### src/rtl/axis_gpio_sequencer.sv
// axis_gpio_sequencer: plays a stream of {hold_delay, value} commands onto GPIO output pins
module axis_gpio_sequencer #(
  parameter int AXIS_TDATA_WIDTH    = 32,
  parameter int GPIO_OUT_DATA_WIDTH = 8,
  parameter int CNTR_WIDTH          = 24
) (
  input  logic                           aclk,
  input  logic                           areset,
  input  logic                           enable,
  input  logic                           trigger,
  input  logic [GPIO_OUT_DATA_WIDTH-1:0] idle_data,
  input  logic [AXIS_TDATA_WIDTH-1:0]    s_axis_tdata,
  input  logic                           s_axis_tvalid,
  output logic                           s_axis_tready,
  output logic [GPIO_OUT_DATA_WIDTH-1:0] gpio_data,
  output logic                           busy,
  output logic                           underrun,
  output logic [31:0]                    sts_count
);
  typedef enum logic [1:0] {IDLE, ARMED, FETCH, DELAY} state_t;
  state_t                         state_q, state_d;
  logic [GPIO_OUT_DATA_WIDTH-1:0] gpio_q, gpio_d;
  logic [CNTR_WIDTH-1:0]          cnt_q, cnt_d;
  logic [31:0]                    sts_q, sts_d;
  logic                           underrun_q, underrun_d;
  logic                           started_q, started_d;
  logic [CNTR_WIDTH-1:0]          cmd_delay;
  logic [GPIO_OUT_DATA_WIDTH-1:0] cmd_value;
  assign cmd_delay     = s_axis_tdata[AXIS_TDATA_WIDTH-1:GPIO_OUT_DATA_WIDTH];
  assign cmd_value     = s_axis_tdata[GPIO_OUT_DATA_WIDTH-1:0];
  assign s_axis_tready = (state_q == FETCH) & enable;
  assign gpio_data     = gpio_q;
  assign busy          = state_q != IDLE;
  assign underrun      = underrun_q;
  assign sts_count     = sts_q;
  // next-state logic; a low enable overrides every state and freezes status
  always_comb begin
    state_d    = state_q;
    gpio_d     = gpio_q;
    cnt_d      = cnt_q;
    sts_d      = sts_q;
    underrun_d = underrun_q;
    started_d  = started_q;
    if (!enable) begin
      state_d = IDLE;
      cnt_d   = '0;
      gpio_d  = idle_data;
    end else begin
      case (state_q)
        IDLE: begin
          gpio_d     = idle_data;
          state_d    = ARMED;
          underrun_d = 1'b0;
          started_d  = 1'b0;
          sts_d      = '0;
        end
        ARMED: state_d = trigger ? FETCH : ARMED;
        FETCH: begin
          if (s_axis_tvalid) begin
            gpio_d    = cmd_value;
            cnt_d     = cmd_delay;
            sts_d     = sts_q + 32'd1;
            started_d = 1'b1;
            state_d   = (cmd_delay == '0) ? FETCH : DELAY;
          end else if (started_q) begin
            underrun_d = 1'b1;
          end
        end
        default: begin
          cnt_d   = cnt_q - CNTR_WIDTH'(1);
          state_d = (cnt_q == CNTR_WIDTH'(1)) ? FETCH : DELAY;
        end
      endcase
    end
  end
  // state registers with synchronous reset
  always_ff @(posedge aclk) begin
    if (areset) begin
      state_q    <= IDLE;
      gpio_q     <= '0;
      cnt_q      <= '0;
      sts_q      <= '0;
      underrun_q <= 1'b0;
      started_q  <= 1'b0;
    end else begin
      state_q    <= state_d;
      gpio_q     <= gpio_d;
      cnt_q      <= cnt_d;
      sts_q      <= sts_d;
      underrun_q <= underrun_d;
      started_q  <= started_d;
    end
  end
endmodule

### config.mk
export PLATFORM = sky130hd
export DESIGN_NAME = axis_gpio_sequencer
export DESIGN_NICKNAME = d
export VERILOG_FILES = /design/src/rtl/axis_gpio_sequencer.sv
export SDC_FILE = /design/constraint.sdc
export NUM_CORES = 1
export LEC_CHECK = 0
export CAP_MARGIN = 5
export CORE_MARGIN = 2
export CORE_UTILIZATION = 46
export CTS_CLUSTER_SIZE = 30
export DETAILED_ROUTE_END_ITERATION = 8
export PLACE_DENSITY = 0.77
export SLEW_MARGIN = 0
export SYNTH_ARGS = -nofsm -noshare
export SYNTH_HDL_FRONTEND = slang
export SYNTH_SLANG_ARGS = --single-unit
### constraint.sdc
create_clock -name aclk -period 2.2 [get_ports aclk]
set_clock_uncertainty 0.2 [all_clocks]
set_input_delay 0.22 -clock aclk [delete_from_list [all_inputs] [get_ports aclk]]
set_output_delay 0.22 -clock aclk [all_outputs]
set_load 0.01 [all_outputs]
==> metrics.csv <==
metric,value,unit
outcome,completed,
number of global-route vias before repair,4087,
R2R depth,5,
Finished Core Util,66.6,%
Core Area,8220,sq um
min Tclk post-route,2.14,ns
Critical path buffers and inverters,0,
fin area,5470,sq um
Peak VDD IR,0.351,mV
hold path depth,3,
worst reg2reg endpoint,cnt_q[21],
Initial Utilization,47.4,%
CP max stage cell,or4_4,
"Cell Area, Placed",5190,sq um
CTS max path bufs,2,
endpoints failing setup,0,
Iteration-0 DRC Markers,334,
Post-Synthesis Cells,513,
area grow syn2layout,40.4,%
crit-path max FO,4,
flop2flop setup slack,0.06,ns
Tot Pwr,2.86,mW
Routed Antenna Nets,0,
layout cells sized above 1,15.2,%
Pre-antenna DRT Iters,5,
synth warn,0,
Worst Setup SP,cnt_q[17],
DIE HEIGHT,96.0,microns
setup ws final,0.0589,ns
dpl ws,0.0558,ns
Critical Path RT,2.28,ns
# clock sinks,68,
I/O Pins,88,
Max Clk Rate,467,MHz
worst path arrival time,2.22,ns
Final Hold Fails,0,
RD Place Congestion,0.888,
"Primary FF master, synth",dfxtp_1,
Fillers,706,
critical path endpoint category,flip-flop,
Slew Limit Fails,0,
Ant. Diodes,0,
crit-path max cell delay,0.42,ns
nets@finish,680,
Post-synth EDFFs,0,
Via Count,4483,
final worst-path cycle share,97.3,%
CP Depth,5,
DP HPWL,8780,microns
HP Start,s_axis_tdata[4],
syn_area_per_cell,7.60,sq um
Residual DRC,0,
Cell Rows,33,
Post-Syn Area,3900,sq um
total gr overflow,0,
fraction of registers with async set/reset,0,%
crit path cell chain,"or3_4, or2_4, or4_4, or3_1, a31oi_1",
CTS tree,yes,
Synthesized Nets,561,
first-pass GRT wire length,19700,microns
CP Launch Type,flip-flop,
all-layer global routing usage,27.2,%
die width,96.0,microns
initial antenna violation count,0,
CP endpoint,cnt_q[21],
largest net degree at the start of global routing,34,
register area share after synthesis,34.9,%
H-Tree Depth,3,
CTS Root Cell,clkbuf_8,
"CTS clk-pin slew, worst paths",0.07,ns
worst min path class,in2reg,
Slew @ Worst Pin,0.496,ns
worst skew pair latency,0.36,ns
Vias/cell,6.04,
Max-Cap Viols,0,
worst setup path category,reg2reg,
die area,9220,sq um
cts bufs inserted,9,
CTS hold repair buffers,0,
post-synthesis register bit count,68,
library cells used by synthesis,62,
Cell Pwr Density,522,nW/um^2
RSZ-0062 raised after global routing,yes,
Worst R2R Start,cnt_q[17],
P_leak,2.02,nW
final WL,12300,microns
critical path's top delay family,simple AND/OR/NAND/NOR gates,
I/O Buffers,87,
relative slew slack,66.7,%
DR WL/cell,16.5,microns
-- through the flow --
step	instances	TNS (ns)	hold WS (ns)
6_report	742	0	0.235
4_1_cts	740	0	0.229
3_3_place_gp	724	0	0.266
5_1_grt	742	-0.00561	0.238
2_1_floorplan	513	0	0.179
3_5_place_dp	724	0	0.271
-- synth_stat cells, types with 7 or more instances --
library cell  instances  share of area [%]
o21ai_0              38                4.9
a311oi_1             13                2.9
nor4_1               11                1.8
clkbuf_1             32                3.1
dfxtp_1              68                 35
and3_1               10                1.6
a21oi_1              37                4.8
o31ai_1               8                1.5
nand4_1              19                3.0
a211oi_1              7                1.3
nand2_1              66                6.4
a31oi_1              11                1.8
inv_1                 8               0.77
or3_1                13                2.1
nor2_1               48                4.6
nor3_1               14                1.8
nand3_1              19                2.4
-- worst min-delay path by stage --
stage                         to  slack, ns
floorplan           gpio_data[0]       0.18
global placement       started_q       0.27
detailed placement      underrun       0.27
CTS                 gpio_data[1]       0.23
global route        gpio_data[1]       0.24
finish              gpio_data[4]       0.24
-- sequential cells by signal (all words and copies together) (netlist names) --
name / cells
sts_count: 32
gpio_data: 8
started_q: 1
cnt_q: 24
state_q: 2
underrun: 1
-- layout by cell type (no fill, tap or decap), types with 14 or more instances in the layout --
cell type	instances
nor2_1	48
a21oi_1	37
dfxtp_1	65
nand4_1	19
clkdlybuf4s50_1	87
nor3_1	14
o21ai_0	37
nand2_1	66
nand3_1	19
buf_4	55
-- cells by family (layout without fill, tap and decap cells) --
kind of cell	after synthesis	in the layout	synth area share, %
buffers and inverters	44	168	4.27
flip-flops	68	68	34.9
AO/OA/AOI/OAI	151	151	25.0
adder cells (fa/ha/maj)	3	3	0.963
AND/OR/NAND/NOR	240	240	33.2
multiplexers	2	2	0.514
XOR/XNOR	5	5	1.12
-- metal layers --
layer / GRT usage (%) / wire length, microns / vias to the layer above
met5: 0 / 0 / -
met4: 11.1 / 219 / 0
met3: 4.62 / 940 / 17
met2: 45.0 / 5790 / 197
met1: 35.2 / 5310 / 2097
li1: - / - / 2172
-- report_power, final --
part           total [mW]  switching (mW)  internal [mW]  leakage (nW)
registers            1.25          0.0104           1.24         0.552
logic               0.333           0.157          0.176          1.35
clock network        1.27           0.514          0.755         0.120
-- worst reg2reg max path, stage by stage, from the launching register on --
cell	delay, ns
dfxtp_1	0.34
or3_4	0.39
or2_4	0.25
or4_4	0.42
or3_1	0.32
a31oi_1	0.16
-- timing repair --
| item | CTS | global route |
|---|---|---|
| setup buffers | 0 | 2 |
| gates resized for setup | 0 | 12 |
| endpoints found under the setup margin | 0 | 8 |
-- area by class of cell --
type	count	area [sq um]	area share, %
clock buffer	10	128	2.33
clock inverter	6	113	2.06
inverter	9	33.8	0.617
multi-input combinational	401	2390	43.8
sequential	68	1370	25.0
tap	105	131	2.40
timing repair buffer	143	1300	23.8
(Power assumes the default switching activity.)
